## src/rtl/ico_servo_ramp.sv

```systemverilog
// Servo ramp controller: SPI-loaded per-channel target/step registers and a
// once-per-frame scan that slews each channel toward its target, emitting PWM config writes.
module ico_servo_ramp #(
  parameter int unsigned NUM_CH       = 8,
  parameter int unsigned FRAME_CYCLES = 240000
) (
  input  logic        clk,
  input  logic        resetn,
  input  logic        spi_ctrl_si,
  input  logic        spi_ctrl_hd,
  input  logic [7:0]  spi_ctrl_di,
  output logic [7:0]  spi_ctrl_do,
  input  logic [1:0]  epsel,
  output logic        cfg_we,
  output logic [7:0]  cfg_addr,
  output logic [15:0] cfg_wdata,
  output logic        frame_tick
);

  localparam int unsigned ChW  = (NUM_CH > 1) ? $clog2(NUM_CH) : 1;
  localparam int unsigned CntW = $clog2(FRAME_CYCLES);

  typedef enum logic [1:0] {SPI_CMD, SPI_TGT, SPI_STP} spi_state_e;
  typedef enum logic [1:0] {SC_IDLE, SC_SCAN, SC_DONE} scan_state_e;

  logic [7:0] tgt_q [NUM_CH];
  logic [7:0] stp_q [NUM_CH];
  logic [7:0] cur_q [NUM_CH];

  // SPI endpoint FSM
  spi_state_e spi_q, spi_d;
  logic [7:0] waddr_q, waddr_d;
  logic       tgt_we_c, stp_we_c;

  always_comb begin
    spi_d    = spi_q;
    waddr_d  = waddr_q;
    tgt_we_c = 1'b0;
    stp_we_c = 1'b0;
    unique case (spi_q)
      SPI_CMD: begin
        if (spi_ctrl_hd && spi_ctrl_si) begin
          waddr_d = spi_ctrl_di;
          if (epsel[1])      spi_d = SPI_STP;
          else if (epsel[0]) spi_d = SPI_TGT;
        end
      end
      SPI_TGT: begin
        if (!epsel[0]) begin
          spi_d = SPI_CMD;
        end else if (spi_ctrl_si) begin
          tgt_we_c = (waddr_q < 8'(NUM_CH));
          waddr_d  = waddr_q + 8'd1;
        end
      end
      SPI_STP: begin
        if (!epsel[1]) begin
          spi_d = SPI_CMD;
        end else if (spi_ctrl_si) begin
          stp_we_c = (waddr_q < 8'(NUM_CH));
          waddr_d  = waddr_q + 8'd1;
        end
      end
      default: spi_d = SPI_CMD;
    endcase
  end

  always_ff @(posedge clk or negedge resetn) begin
    if (!resetn) begin
      spi_q   <= SPI_CMD;
      waddr_q <= '0;
    end else begin
      spi_q   <= spi_d;
      waddr_q <= waddr_d;
    end
  end

  always_ff @(posedge clk or negedge resetn) begin
    if (!resetn) begin
      for (int i = 0; i < int'(NUM_CH); i++) begin
        tgt_q[i] <= '0;
        stp_q[i] <= '0;
      end
    end else begin
      if (tgt_we_c) tgt_q[waddr_q[ChW-1:0]] <= spi_ctrl_di;
      if (stp_we_c) stp_q[waddr_q[ChW-1:0]] <= spi_ctrl_di;
    end
  end

  // Frame counter; the tick register is high while the count sits at 0
  logic [CntW-1:0] cnt_q, cnt_d;
  logic            tick_q;

  assign cnt_d = (cnt_q == CntW'(FRAME_CYCLES - 1)) ? '0 : cnt_q + CntW'(1);

  always_ff @(posedge clk or negedge resetn) begin
    if (!resetn) begin
      cnt_q  <= '0;
      tick_q <= 1'b0;
    end else begin
      cnt_q  <= cnt_d;
      tick_q <= (cnt_d == '0);
    end
  end

  assign frame_tick = tick_q;

  // Ramp step for the channel under scan: 9-bit sums catch carry/borrow
  logic [ChW-1:0] ch_q, ch_d;
  logic [7:0]     cur_c, tgt_c, stp_c, nxt_c;
  logic [8:0]     up_c, dn_c;

  assign cur_c = cur_q[ch_q];
  assign tgt_c = tgt_q[ch_q];
  assign stp_c = stp_q[ch_q];

  always_comb begin
    up_c = {1'b0, cur_c} + {1'b0, stp_c};
    dn_c = {1'b0, cur_c} - {1'b0, stp_c};
    if (stp_c == 8'd0) begin
      nxt_c = tgt_c;
    end else if (cur_c < tgt_c) begin
      nxt_c = (up_c >= {1'b0, tgt_c}) ? tgt_c : up_c[7:0];
    end else if (dn_c[8] || (dn_c[7:0] <= tgt_c)) begin
      nxt_c = tgt_c;
    end else begin
      nxt_c = dn_c[7:0];
    end
  end

  // Scan FSM
  scan_state_e scan_q, scan_d;
  logic        pend_q, pend_d;
  logic        init_q, init_d;
  logic        cur_we_c;
  logic        cfg_we_q, cfg_we_d;
  logic [7:0]  cfg_addr_q, cfg_addr_d;
  logic [15:0] cfg_wdata_q, cfg_wdata_d;

  always_comb begin
    scan_d      = scan_q;
    ch_d        = ch_q;
    pend_d      = pend_q;
    init_d      = init_q;
    cur_we_c    = 1'b0;
    cfg_we_d    = 1'b0;
    cfg_addr_d  = cfg_addr_q;
    cfg_wdata_d = cfg_wdata_q;
    if (tick_q && (scan_q != SC_IDLE)) pend_d = 1'b1;
    unique case (scan_q)
      SC_IDLE: begin
        if (tick_q || pend_q) begin
          scan_d = SC_SCAN;
          ch_d   = '0;
          pend_d = 1'b0;
        end
      end
      SC_SCAN: begin
        cur_we_c = 1'b1;
        if ((nxt_c != cur_c) || init_q) begin
          cfg_we_d    = 1'b1;
          cfg_addr_d  = 8'(ch_q);
          cfg_wdata_d = {8'(ch_q), nxt_c};
        end
        if (ch_q == ChW'(NUM_CH - 1)) scan_d = SC_DONE;
        else                          ch_d   = ch_q + ChW'(1);
      end
      SC_DONE: begin
        init_d = 1'b0;
        scan_d = SC_IDLE;
      end
      default: scan_d = SC_IDLE;
    endcase
  end

  always_ff @(posedge clk or negedge resetn) begin
    if (!resetn) begin
      scan_q      <= SC_IDLE;
      ch_q        <= '0;
      pend_q      <= 1'b0;
      init_q      <= 1'b1;
      cfg_we_q    <= 1'b0;
      cfg_addr_q  <= '0;
      cfg_wdata_q <= '0;
    end else begin
      scan_q      <= scan_d;
      ch_q        <= ch_d;
      pend_q      <= pend_d;
      init_q      <= init_d;
      cfg_we_q    <= cfg_we_d;
      cfg_addr_q  <= cfg_addr_d;
      cfg_wdata_q <= cfg_wdata_d;
    end
  end

  always_ff @(posedge clk or negedge resetn) begin
    if (!resetn) begin
      for (int i = 0; i < int'(NUM_CH); i++) cur_q[i] <= '0;
    end else if (cur_we_c) begin
      cur_q[ch_q] <= nxt_c;
    end
  end

  assign cfg_we    = cfg_we_q;
  assign cfg_addr  = cfg_addr_q;
  assign cfg_wdata = cfg_wdata_q;

  // Settled flags for channels 0..7; absent channels report settled
  logic [7:0] settled_c;
  logic [7:0] do_q;

  for (genvar n = 0; n < 8; n++) begin : g_do
    if (n < NUM_CH) begin : g_ch
      assign settled_c[n] = (cur_q[n] == tgt_q[n]);
    end else begin : g_none
      assign settled_c[n] = 1'b1;
    end
  end

  always_ff @(posedge clk or negedge resetn) begin
    if (!resetn) do_q <= 8'hFF;
    else         do_q <= settled_c;
  end

  assign spi_ctrl_do = do_q;

endmodule

```

## config.mk

```make
export PLATFORM = sky130hd
export DESIGN_NAME = ico_servo_ramp
export DESIGN_NICKNAME = d
export VERILOG_FILES = /design/src/rtl/ico_servo_ramp.sv
export SDC_FILE = /design/constraint.sdc
export NUM_CORES = 1
export LEC_CHECK = 0
export BUFFER_PORTS_ARGS = -buffer_cell sky130_fd_sc_hd__buf_2
export CAP_MARGIN = 20
export CORE_ASPECT_RATIO = 0.9
export CORE_MARGIN = 4
export CORE_UTILIZATION = 60
export DETAILED_ROUTE_END_ITERATION = 10
export PLACE_DENSITY_LB_ADDON = 0.25
export SYNTH_ARGS = -nofsm -noshare
export SYNTH_HDL_FRONTEND = slang
export SYNTH_SLANG_ARGS = --single-unit
```

## constraint.sdc

```tcl
create_clock -name clk -period 7.4 [get_ports clk]
set_input_delay 1.48 -clock clk [delete_from_list [all_inputs] [get_ports clk]]
set_output_delay 1.48 -clock clk [all_outputs]
set_load 0.01 [all_outputs]
```

* Yosys cells after proc, flatten, opt, wreduce, memory -nomap -nowiden
Cells that the tools add are included.
** Cells by class
- Add/subtract/negate cells :: 5
- $mul :: 0
- Divide/modulo/power cells :: 0
- Magnitude comparators :: 8
- Equality and inequality tests :: 24
- Shifts and indexed selects :: 0
- Multiplexer cells :: 49
- Bitwise operators :: 2
- Reduce and logical (&&, ||, !) cells :: 19
** Operator list (number)
- $bwmux 64 :: 3
- $mux 8 :: 16
- $bmux 8 s3 :: 3
- $eq 8x8->1 :: 8
- $demux 8 s3 :: 2
- $pmux 8 s3 :: 1
- $add 18x1->18 const B :: 1
- $eq 18x18->1 const B :: 1
- $logic_not 18->1 :: 1
- $mux 18 :: 1
- $ne 2x2->1 const B :: 8
- $mux 2 :: 7
- $mux 1 :: 11
- $add 8x8->9 :: 1
- $ge 9x8->1 :: 1
- $sub 8x8->9 :: 1
- $add 8x1->8 const B :: 1
- $ge 4x4->1 const B :: 2
- $le 8x8->1 :: 1
- $logic_not 8->1 :: 1
- $lt 4x1->1 const B :: 2
- $lt 8x4->1 const B :: 1
- $lt 8x8->1 :: 1
- $ne 8x8->1 :: 1
- other kinds (18) :: 31
** Word-level totals
- Register bits :: 251
- Bits in latches :: 0
- Memory bits (writable) :: 0
- Memory bits (read-only) :: 0
- Input port bits :: 14
- Output and inout bits :: 34
- Logic and storage cells :: 143
- Memories :: 0

* Depth between registers and ports, before layout
Gate-level depths: netlist of run 1.
- Depth after elaboration :: 14
- Gate-level depth with buffers :: 31
- Depth with buffers taken out :: 24

* Worst setup path before layout of run 1
No wires, ideal clock.
- Path kind :: register -> register
- Start point :: register ch_q[0]
- End point :: register cfg_wdata_q[3], in the netlist cfg_wdata[3]
- Library setup time :: 0.125 ns
- Data arrival time :: 6.510 ns
- Data required time :: 7.275 ns
- Slack :: 0.765 ns
- Cell stages (with the launch flop) :: 32
- Path buffers :: 9
- Period minus slack after synthesis :: 6.635 ns
- Cells stage by stage :: dfrtp_1 > buf_6 > buf_8 > buf_2 > buf_4 > buf_4 > buf_2 > buf_4 > clkbuf_1 > o211ai_1 > o311a_1 > a31oi_1 > ha_1 > inv_1 > fa_1 > a211oi_1 > o21bai_1 > a21oi_1 > xnor2_1 > ha_1 > a211o_1 > o211ai_1 > nand4_1 > nand3_1 > nor2_4 > o21ai_4 > mux2i_2 > xnor2_2 > a2111oi_2 > a31o_4 > buf_12 > mux2_4
** On the way
- Word-level cells in the longest chain between the ends :: 13
- Elaborated cells between the ends (all ways) :: 24
- Those cells by class :: add/sub (2); order compare (3); eq/ne (1); mux (13); bitwise (1); reduce/logical (4)
** Ends and longest elaborated chain
- from (decl) :: RTL line 109 : logic [ChW-1:0] ch_q, ch_d;
- from (signal assigned) :: RTL line 187 : ch_q <= ch_d;
- $not 3->4 (implied by the code) (*) :: RTL line 113, 114, 115
- $bmux 8 s3 (on tied branches) :: RTL line 113, 115
- $mux 8 (on tied branches) (2 in a row) :: RTL line 113, 115
- $sub 8x8->9 :: RTL line 119 : dn_c = {1'b0, cur_c} - {1'b0, stp_c};
- $le 8x8->1 :: RTL line 124 : end else if (dn_c[8] || (dn_c[7:0] <= tgt_c)) begin
- $logic_or 1x1->1 :: RTL line 124
- $mux 8 :: RTL line 124
- $mux 8 :: RTL line 122 : end else if (cur_c < tgt_c) begin
- $mux 8 :: RTL line 120 : if (stp_c == 8'd0) begin
- $ne 8x8->1 :: RTL line 160 : if ((nxt_c != cur_c) || init_q) begin
- $logic_or 1x1->1 :: RTL line 160
- $reduce_and 2->1 (no source line)
- to (signal assigned) :: RTL line 192 : cfg_wdata_q <= cfg_wdata_d;
- to (decl) :: RTL line 138 : logic [15:0] cfg_wdata_q, cfg_wdata_d;
Every way passes the cells marked *; elsewhere a longest branch is shown, timed or not. The select of a mux whose other input is x is not followed.
A chain may end at the register's enable or synchronous reset.

* Worst setup path after layout of run 1
- Start point :: register ch_q[2]
- End point :: register cfg_wdata_q[10], in the netlist cfg_wdata[10]
** On the way
- Word-level cells in the longest chain between the ends :: 13
- Elaborated cells between the ends (all ways) :: 24
- Those cells by class :: add/sub (2); order compare (3); eq/ne (1); mux (13); bitwise (1); reduce/logical (4)
** Ends and longest elaborated chain (RTL line)
- $not 3->4 (implied by the code) :: 113, 114, 115
- $bmux 8 s3 (on tied branches) :: 113, 115
- $mux 8 (on tied branches) (2 in a row) :: 113, 115
- $sub 8x8->9 :: 119
- $le 8x8->1 :: 124
- $logic_or 1x1->1 :: 124
- $mux 8 :: 124
- $mux 8 :: 122
- $mux 8 :: 120
- $ne 8x8->1 :: 160
- $logic_or 1x1->1 :: 160
- $reduce_and 2->1 (no source line)
Parallel ways exist; a longest one is shown, timed or not. The select of a mux whose other input is x is not followed.

==> results of run 1 <==
[worst max-delay path by stage]
stage	startpoint	end	slack (ps)	depth (start not counted)
floorplan	ch_q[0]	cfg_wdata[3]	770	31
global placement	ch_q[2]	cfg_wdata[0]	1030	22
detailed placement	ch_q[2]	cfg_wdata[0]	880	22
CTS	ch_q[2]	cfg_wdata[0]	870	22
global route	ch_q[1]	cfg_wdata[0]	360	24
finish	ch_q[2]	cfg_wdata[10]	800	22
[metal layers]
metal	share of wire [%]	routed length, um	up-vias	global-route usage, %
met5	0	0	-	0
met4	2.7	898	0	6.613
met3	5.4	1820	58	3.288
met2	47	15600	299	43.21
met1	45	15130	4708	39.06
li1	-	-	4192	-
[sequential cells by signal, summed over array words and instances, names as in the netlist]
name and count:
cur_q 64, pend_q 1, waddr_q 8, scan_q 2, spi_q 2, cnt_q 18, tgt_q 64, cfg_we 1
init_q 1, frame_tick 1, stp_q 64, spi_ctrl_do 8, cfg_wdata 11, ch_q 3
[synth_stat cells (all sizes together) (2+ instances only)]
cell type / n / area (um^2)
inv: 31 / 116.4
o22ai: 9 / 56.30
nand4: 28 / 175.2
nor4: 6 / 37.54
a22oi: 6 / 78.83
a21o: 2 / 15.01
mux4: 42 / 953.4
and2: 7 / 43.79
o22a: 2 / 17.52
nand2: 78 / 292.8
or3: 2 / 12.51
nor2b: 11 / 68.82
o21a: 2 / 15.01
a21oi: 43 / 215.2
or4: 6 / 45.04
nand3: 28 / 140.1
dfrtp: 239 / 5981
ha: 47 / 588.1
a211oi: 3 / 22.52
or4b: 2 / 20.02
nor2: 63 / 244.0
and4: 3 / 26.28
a2111oi: 3 / 51.30
nand2b: 13 / 81.33
and3: 6 / 37.54
nand3b: 2 / 15.01
nor3: 14 / 70.07
mux2i: 22 / 224.0
o211ai: 5 / 37.54
dfstp: 9 / 236.5
xnor2: 83 / 734.5
buf: 27 / 209.0
a211o: 3 / 26.28
clkbuf: 30 / 112.6
a31oi: 4 / 25.02
o21ai: 29 / 156.4
fa: 2 / 40.04
mux2: 190 / 2166
xor2: 16 / 140.1
o2111a: 2 / 22.52
[worst register-to-register path, cell delays in order, from the launching register on]
cell and delay [ps]:
dfrtp_2 840, buf_4 340, mux4_2 320, nand2_1 130, nand2_1 280, ha_1 390
nand2b_1 140, a21oi_1 230, o21ai_0 160, a31oi_1 220, xnor2_1 170, ha_1 300
a211oi_1 220, nand2_1 80, a21oi_1 100, o311ai_0 260, nor2_1 370, o21ai_4 150
mux2i_2 600, xnor2_2 120, a2111oi_2 360, a31o_4 350, mux2_2 360
[power breakdown]
| group | switching, mW | internal [mW] | total [mW] |
|---|---|---|---|
| clock network | 0.555 | 0.772 | 1.33 |
| logic | 0.321 | 0.199 | 0.520 |
| registers | 0.0610 | 1.42 | 1.48 |
| total | 0.937 | 2.39 | 3.32 |
[logic make-up (layout without fill, tap and decap cells)]
group | Yosys count | in the layout | synth area share (%)
AO/OA/AOI/OAI | 126 | 126 | 6.295
XOR/XNOR | 99 | 99 | 6.377
adder cells (fa/ha/maj) | 49 | 49 | 4.579
buffers and inverters | 89 | 136 | 3.220
flip-flops | 248 | 248 | 45.33
multiplexers | 254 | 254 | 24.38
other | 1 | 11 | 0.02734
AND/OR/NAND/NOR | 273 | 273 | 9.798
[layout make-up]
class                   instances  area (um^2)
inverters                      32        120.1
multi-input cells             811         7102
well taps                     297        371.6
diodes                          1        2.502
clock inverters                12        140.1
repair buffers                 54        335.3
flip-flops and latches        248         6222
fillers                      1763         7481
clock buffers                  38        737.0
==> qor.yml, run 1 <==
outcome:
  status: "finished, final reports clean"
critical_path:
  reg2reg_to: "cfg_wdata[10]"
  worst-path-max-fanout: 27
  r2r_start: "ch_q[2]"
  critical_path_required_ps: 7830
  cp_data_arrival_time_ps: 7020
  cpMostUsedCell: "nand2_1"
  r2r_cells: 22
  start_kind: "flop"
  setup.worst_path.end_class: "flop"
  slowest_stage: "dfrtp_2"
  critical_path.max_stage_delay_ps: 840
  crit_path_cell_trace: "buf_4 > mux4_2 > nand2_1 > nand2_1 > ha_1 > nand2b_1 > a21oi_1 > o21ai_0 > a31oi_1 > xnor2_1 > ha_1 > a211oi_1 > nand2_1 > a21oi_1 > o311ai_0 > nor2_1 > o21ai_4 > mux2i_2 > xnor2_2 > a2111oi_2 > a31o_4 > mux2_2"
  rrSetupSlack_ps: 800
  worst-path-buf-inv: 1
  crit_family: "compound AO/OA/AOI/OAI gates"
  path_class: "reg2reg"
pwr:
  vdd_drop_max_mv: 0.2147
  powerDensity_mw_per_mm2: 221.1
  p_leak_nw: 7.103
  finalPower_mw: 3.324
sta:
  hold_viol_final: 0
  finClkSkew_ps: 16.52
  finalSetupViolCount: 0
  period_share_pct: 89.16
  drv_slew: 0
  fmaxAchievable_mhz: 151.6
  rsz0062_at_grt: "no"
  tns_ps: 0
  whs_ps: 483.3
  slew_headroom_pct: 30.70
  worstMarginPinSlew_ps: 1036
  period_minus_slack_ps: 6598
  fin_ws_ps: 802.3
layout:
  final_cell_mix: "dfrtp_1 (237), mux2_2 (183), xnor2_1 (82), nand2_1 (78), nor2_1 (62)"
  syn_to_final_growth_pct: 9.588
  drive_gt1_share_pct: 29.46
  final_common_cell: "dfrtp_1"
  fin_util_pct: 66.77
  finalNonFillerCells: 1493
  final_area_mm2: 0.01503
  final_nets: 1237
place:
  gp_congestion: 0.9382
  dp.cells: 1441
  dp_worst_setup_slack_ps: 875.1
  port_buffers: 37
  placed_area_mm2: 0.01414
  post-dp-hpwl_mm: 23.78
drt:
  vias: 9257
  route.detailed.drc: 0
  routedWlPerCell_um: 22.40
  dr.pass1.iters: 5
  final_antenna_net_count: 0
  wl_mm: 33.44
  drtIter0Drc: 750
  viasPerCell: 6.200
synth:
  synth_area_per_cell_um2: 12.04
  async_flop_share_pct: 100.0
  yosys_most_used_dff: "dfrtp_1"
  synth-edff-count: 0
  synthCells: 1139
  synth_cell_types: 75
  synth_seq_area_share_pct: 45.33
  syn-cell-area_mm2: 0.01372
  ys_seq_elements: 248
  synth_warnings: 0
global_routing:
  grt_max_degree: 133
  grt-ovfl-total: 0
  grt_pass1_vias: 9209
  grt_pass1_wl_mm: 52.94
  grt_antenna_before_repair: 0
  grt_usage_pct: 26.69
clock_network:
  insertion_delay_ps: 550
  cts_buffers: 27
  cts_tree: "yes"
  postCtsSetupBuffers: 0
  clkSlewWorstSetupHoldPaths_ps: 60
  clock_path_buffers: 3
  root_buffer: "clkbuf_16"
  cts_resized: 0
  cts.hold.buffers_added: 0
  clkSinkCount: 248
  htreeDepth: 1
floorplanning:
  die_y_um: 151.4
  num_rows: 52
  start_util_pct: 60.93
  core_area_mm2: 0.02251
  num_io_pins: 48
  dieArea_mm2: 0.02535
  die_width_um: 167.4
hold_path:
  min_path_type: "reg2reg"
  min_delay_path_depth: 1
  hold_start: "cnt_q[6]"
  min_to: "cnt_q[6]"
run:
  cap_violations: 0
Note: power is estimated with default switching activity, not from simulation.
==> run 2: changes to the inputs <==
Settings changed: ABC_AREA set to 1.
==> qor.yml, run 2 <==
outcome:
  status: "finished, final reports clean"
global_routing:
  grt_max_degree: 147  # +11%
  grt_usage_pct: 31.43  # +4.7 points
  grt_pass1_wl_mm: 63.38  # +20%
  grt_antenna_before_repair: 0  # unchanged
  grt_pass1_vias: 11543  # +25%
  grt-ovfl-total: 0  # unchanged
clock_network:
  cts_buffers: 25  # -7.4%
  insertion_delay_ps: 550  # about the same
  clock_path_buffers: 3  # unchanged
  clkSlewWorstSetupHoldPaths_ps: 60  # about the same
  htreeDepth: 1  # unchanged
  cts_tree: "yes"
  clkSinkCount: 248  # unchanged
  cts.hold.buffers_added: 0  # unchanged
  root_buffer: "clkbuf_16"
  postCtsSetupBuffers: 0  # unchanged
  cts_resized: 0  # unchanged
pwr:
  vdd_drop_max_mv: 0.2324  # +8.2%
  powerDensity_mw_per_mm2: 266.4  # +20%
  switching_share_pct: 35.17  # +7.0 points
  combPwrFrac_pct: 28.0  # +12 points
  p_leak_nw: 7.367  # +3.7%
  sequentialPowerShare_pct: 38.3  # -6.1 points
  pwr-share-clk_pct: 33.7  # -6.2 points
  p_sw_mw: 1.397  # +49%
  p_int_mw: 2.575  # +7.9%
layout:
  antenna_cells: 0  # -1
  final_common_cell: "nand2_1"
  drive_gt1_share_pct: 7.701  # -22 points
  reg.largest.list: "cur_q x64, stp_q x64, tgt_q x64"
  final_nets: 1837  # +49%
  syn_to_final_growth_pct: 8.209
  final_cell_mix: "nand2_1 (417), o21ai_0 (304), dfrtp_1 (238), nor2_1 (192), inv_1 (160)"
floorplanning:
  start_util_pct: 61.20  # +0.28 points
  die_width_um: 167.7  # +0.22%
  core_area_mm2: 0.02251  # unchanged
  num_io_pins: 48  # unchanged
  die_y_um: 151.8  # +0.21%
  dieArea_mm2: 0.02546  # +0.43%
  num_rows: 52  # unchanged
synth:
  ys_seq_elements: 248  # unchanged
  synthTopCellsByCount: "nand2_1 (417), o21ai_0 (304), dfrtp_1 (239)"
  yosys_most_used_dff: "dfrtp_1"
  syn-cell-area_mm2: 0.01378  # +0.46%
  synth-edff-count: 0  # unchanged
  synth_warnings: 0  # unchanged
  yosysTopAreaCellShare_pct: 43.41  # -0.20 points
  synth.top_cells.by_area: "dfrtp_1 (43%), nand2_1 (11%), o21ai_0 (11%)"
  synth_area_per_cell_um2: 7.771  # -35%
  synthCells: 1773  # +56%
  synth_area_leader_cell: "dfrtp_1"
  synth_seq_area_share_pct: 45.12  # -0.21 points
  synth_most_common_cell: "nand2_1"
  synth_cell_types: 46  # -39%
  async_flop_share_pct: 100.0  # unchanged
critical_path:
  critical_path.max_stage_delay_ps: 500  # -340 ps
  cp_data_arrival_time_ps: 6550  # -470 ps
  path_class: "reg2reg"
  setup.worst_path.end_class: "flop"
  slowest_stage: "buf_4"
  start_kind: "flop"
  critical_path_required_ps: 7820  # about the same
  worst-path-max-fanout: 58  # +110%
  cpMostUsedCell: "nand2_1"
sta:
  worstMarginPinSlew_ps: 911.9  # -123.8 ps
  rsz0062_at_grt: "no"
  slew_headroom_pct: 38.98  # +8.3 points
  whs_ps: 462.8  # -20.48 ps
  period_share_pct: 82.87  # -6.3 points
  finalSetupViolCount: 0  # unchanged
  period_minus_slack_ps: 6132  # -465.6 ps
  hold_viol_final: 0  # unchanged
  fmaxAchievable_mhz: 163.1  # +7.6%
  tns_ps: 0  # unchanged
  finClkSkew_ps: 18.56  # +2.040 ps
  drv_slew: 0  # unchanged
drt:
  viasPerCell: 5.913  # -4.6%
  route.detailed.drc: 0  # unchanged
  drtIter0Drc: 1486  # +98%
  dr.pass1.iters: 5  # unchanged
  wl_mm: 39.99  # +20%
  final_antenna_net_count: 0  # unchanged
  routedWlPerCell_um: 19.14  # -15%
  vias: 12352  # +33%
run:
  cap_violations: 0  # unchanged
place:
  port_buffers: 37  # unchanged
  gp_congestion: 0.9975  # +6.3%
  post-dp-hpwl_mm: 27.83  # +17%
hold_path:
  min_path_type: "reg2reg"
## run 2: path summary, 6_finish.rpt
check | from | to | slack [ps] | cells past startpoint
max reg2reg | ch_q[0] | cfg_wdata[1] | 1270 | 32
min | cfg_wdata[5] | cfg_wdata[5] | 460 | 2
min reg2reg | cfg_wdata[5] | cfg_wdata[5] | 460 | 2
max | ch_q[0] | cfg_wdata[1] | 1270 | 32
min in group asynchronous | resetn | spi_q[1] | 940 | 1
max in group asynchronous | resetn | ch_q[0] | 5200 | 2
## run 2: cell families (layout without fill, tap and decap cells)
family	Yosys count	in the layout	share of synthesized area (%)
fa+ha+maj	49	49	4.559
other cells	1	10	0.02722
xor+xnor	65	65	4.132
simple gates	772	772	23.61
buf+inv	248	258	7.682
flops	248	248	45.12
compound gates	390	390	14.87
## run 2: area by class of cell
type,count,area [um^2]
multi-input cells,1286,6536
inverters,165,621.8
clock buffers,35,723.2
repair buffers,48,290.3
well taps,297,371.6
flip-flops and latches,248,6218
fillers,1943,7602
clock inverters,10,147.6
## run 2: power by group through the flow
stage          combinational [mW]  sequential [mW]  clock [mW]
2_1_floorplan               0.817             1.53           0
6_report                     1.11             1.52        1.34
3_3_place_gp                 1.06             1.54           0
4_1_cts                      1.09             1.52        1.35
5_1_grt                      1.24             1.53        1.41
3_5_place_dp                 1.08             1.54           0
## run 2: per-stage QoR
stage	total power [mW]	instance area [um^2]	worst slack (ps)	cells	utilization (%)
after CTS	3.955	14910	1430	2089	66.23
final	3.972	14910	1268	2089	66.23
after detailed placement	2.622	14040	1498	2044	62.36
after floorplan	2.346	13810	2532	1782	-
after global placement	2.603	14030	1543	2043	62.33
after global routing	4.179	14910	686.9	2089	66.23
## run 2: routing by layer
metal / track usage [%] / part of all wire [%] / up-vias
met5: 0 / 0 / -
met4: 9.493 / 3.1 / 0
met3: 6.096 / 9.5 / 92
met2: 48.45 / 44 / 608
met1: 45.63 / 44 / 5869
li1: - / - / 5783
## run 2: worst max-delay path: cells and delay by family, from the launching register on
family / cells / cell delay, ps
buffers and inverters: 6 / 1330
DFF: 1 / 360
xor gates and xnor gates: 1 / 150
adders and majority gates: 2 / 670
and+or+nand+nor: 19 / 2570
AOI/OAI and AO/OA: 4 / 870
==> run 3: changes to the inputs <==
Settings changed: CORE_UTILIZATION 60 to 57.
Clock period 7.4 ns to 5.6 ns, I/O delays scaled along.
==> qor.yml, run 3 (same netlist as run 2, synthesis figures left out) <==
run:
  cap_violations: 0  # unchanged
floorplanning:
  die_y_um: 155.5  # +2.5%
  num_rows: 53  # +1.9%
  dieArea_mm2: 0.02673  # +5.0%
  core_area_mm2: 0.02354  # +4.6%
  num_io_pins: 48  # unchanged
  die_width_um: 171.9  # +2.5%
  start_util_pct: 58.53  # -2.7 points
pwr:
  vdd_drop_max_mv: 0.2860  # +23%
  p_sw_mw: 1.928  # +38%
  sequentialPowerShare_pct: 37.0  # -1.3 points
  powerDensity_mw_per_mm2: 355.7  # +34%
  combPwrFrac_pct: 29.3  # +1.3 points
  p_leak_nw: 7.541  # +2.4%
  pwr-share-clk_pct: 33.6  # about the same
  switching_share_pct: 35.52  # +0.35 points
  p_int_mw: 3.499  # +36%
layout:
  syn_to_final_growth_pct: 10.74
  seq_area_mm2: 0.006221  # about the same
  reg.largest.list: "cur_q x64, stp_q x64, tgt_q x64"
  final_cell_mix: "nand2_1 (417), o21ai_0 (303), dfrtp_1 (236), nor2_1 (191), inv_1 (157)"
  final_common_cell: "nand2_1"
  drive_gt1_share_pct: 9.681  # +2.0 points
  final_nets: 1861  # +1.3%
  multiInputGateArea_mm2: 0.006600  # +0.98%
  fin_util_pct: 64.82  # -1.4 points
  fillers: 1964  # +1.1%
  antenna_cells: 0  # unchanged
  finalNonFillerCells: 2120  # +1.5%
clock_network:
  root_buffer: "clkbuf_16"
  cts.hold.buffers_added: 0  # unchanged
  clkSlewWorstSetupHoldPaths_ps: 60  # about the same
  clock_path_buffers: 3  # unchanged
  insertion_delay_ps: 560  # about the same
  cts_tree: "yes"
  cts_buffers: 26  # +4.0%
  htreeDepth: 1  # unchanged
  clkSinkCount: 248  # unchanged
place:
  gp_congestion: 0.9723  # -2.5%
  post-dp-hpwl_mm: 27.85  # about the same
  dp.cells: 2062  # +0.88%
  port_buffers: 37  # unchanged
drt:
  route.detailed.drc: 0  # unchanged
  drtIter0Drc: 1377  # -7.3%
  viasPerCell: 5.865  # -0.81%
  dr.pass1.iters: 6  # +1
  vias: 12434  # +0.66%
  final_antenna_net_count: 0  # unchanged
  routedWlPerCell_um: 19.10  # -0.21%
  wl_mm: 40.50  # +1.3%
global_routing:
  grt_max_degree: 112  # -24%
  grt-ovfl-total: 0  # unchanged
  grt_antenna_before_repair: 1  # +1
  grt_usage_pct: 30.23  # -1.2 points
  grt_pass1_vias: 11713  # +1.5%
  grt_pass1_wl_mm: 63.98  # +0.95%
critical_path:
  critical_path_required_ps: 6080  # -1740 ps
  cp_data_arrival_time_ps: 5620  # -930 ps
  start_kind: "flop"
  worst-path-buf-inv: 4  # -2
  worst-path-max-fanout: 12  # -79%
  r2r_start: "ch_q[1]"
  reg2reg_to: "cfg_wdata[9]"
  setup.worst_path.end_class: "flop"
  slowest_stage: "dfrtp_2"
  cpMostUsedCell: "nand2_1"
  critical_path.max_stage_delay_ps: 440  # -60 ps
  path_class: "reg2reg"
  crit_family: "simple AND/OR/NAND/NOR gates"
  rrSetupSlack_ps: 460  # -810 ps
  r2r_cells: 34  # +6.3%
hold_path:
  min_delay_path_depth: 2  # unchanged
  min_path_type: "reg2reg"
  min_to: "cfg_wdata[1]"
  hold_start: "cfg_wdata[1]"
sta:
  finClkSkew_ps: 22.38  # +3.826 ps
  period_share_pct: 91.80  # +8.9 points
  finalSetupViolCount: 0  # unchanged
  fmaxAchievable_mhz: 194.5  # +19%
  hold_viol_final: 0  # unchanged
  slew_headroom_pct: 32.77  # -6.2 points
  drv_slew: 0  # unchanged
  period_minus_slack_ps: 5141  # -991.5 ps
  worstMarginPinSlew_ps: 1005  # +92.81 ps
outcome:
  status: "finished, final reports clean"
run 3: cell count changes in the layout (fill, tap and decap cells not counted), sizes merged:
cell,delta
clkinvlp,+1
clkinv,+3
buf,+21
inv,-3
clkbuf,+4
run 3: final cells by class:
class                   instances  share of cell area [%]
repair inverters                1                 0.04920
flip-flops and latches        248                   40.77
clock buffers                  38                   5.018
repair buffers                 70                   3.288
inverters                     165                   4.141
multi-input cells            1286                   43.26
well taps                     302                   2.476
clock inverters                10                   1.000
run 3: worst min-delay path, cell delays in order, from the launching register on:
cell     delay, ps
dfrtp_1        340
nand2_1         50
nand2_1         40
run 3: worst max path at each step:
stage	start	end	slack, ps	cells after the start
2_1_floorplan	ch_q[0]	cfg_wdata[8]	730	36
3_3_place_gp	ch_q[2]	cfg_wdata[3]	330	31
3_5_place_dp	ch_q[2]	cfg_wdata[9]	200	31
4_1_cts	ch_q[2]	cfg_wdata[9]	180	31
5_1_grt	ch_q[1]	cfg_wdata[8]	-80	31
6_report	ch_q[1]	cfg_wdata[9]	460	34
run 3: through the flow:
stage | setup TNS (ps) | power, mW | hold slack [ps] | area (um^2) | worst slack [ps]
global placement | 0 | 3.493 | 447.0 | 14170 | 325.6
CTS | 0 | 5.344 | 469.8 | 15090 | 179.2
floorplan | 0 | 3.100 | 431.2 | 13810 | 731.9
global route | -496.4 | 5.726 | 485.8 | 15260 | -82.38
finish | 0 | 5.427 | 467.4 | 15260 | 459.4
detailed placement | 0 | 3.529 | 454.3 | 14170 | 203.9
run 3: power by group through the flow:
stage / clock network (mW) / logic (mW) / registers [mW]
after floorplan: 0 / 1.08 / 2.02
after global routing: 1.92 / 1.79 / 2.02
after CTS: 1.84 / 1.50 / 2.00
final: 1.83 / 1.59 / 2.01
after detailed placement: 0 / 1.49 / 2.04
after global placement: 0 / 1.46 / 2.03
run 3: timing repair:
action	4_1_cts	5_1_grt
hold endpoints to repair	0	0
resized for setup	0	22
setup buffers	0	8
endpoints found under the setup margin	0	12
run 3: routing by layer:
layer | vias up | track usage (%) | part of all wire [%]
li1 | 5832 | - | -
met1 | 5886 | 45.76 | 44
met2 | 625 | 44.39 | 43
met3 | 91 | 5.513 | 10
met4 | 0 | 9.506 | 3.2
met5 | - | 0 | 0
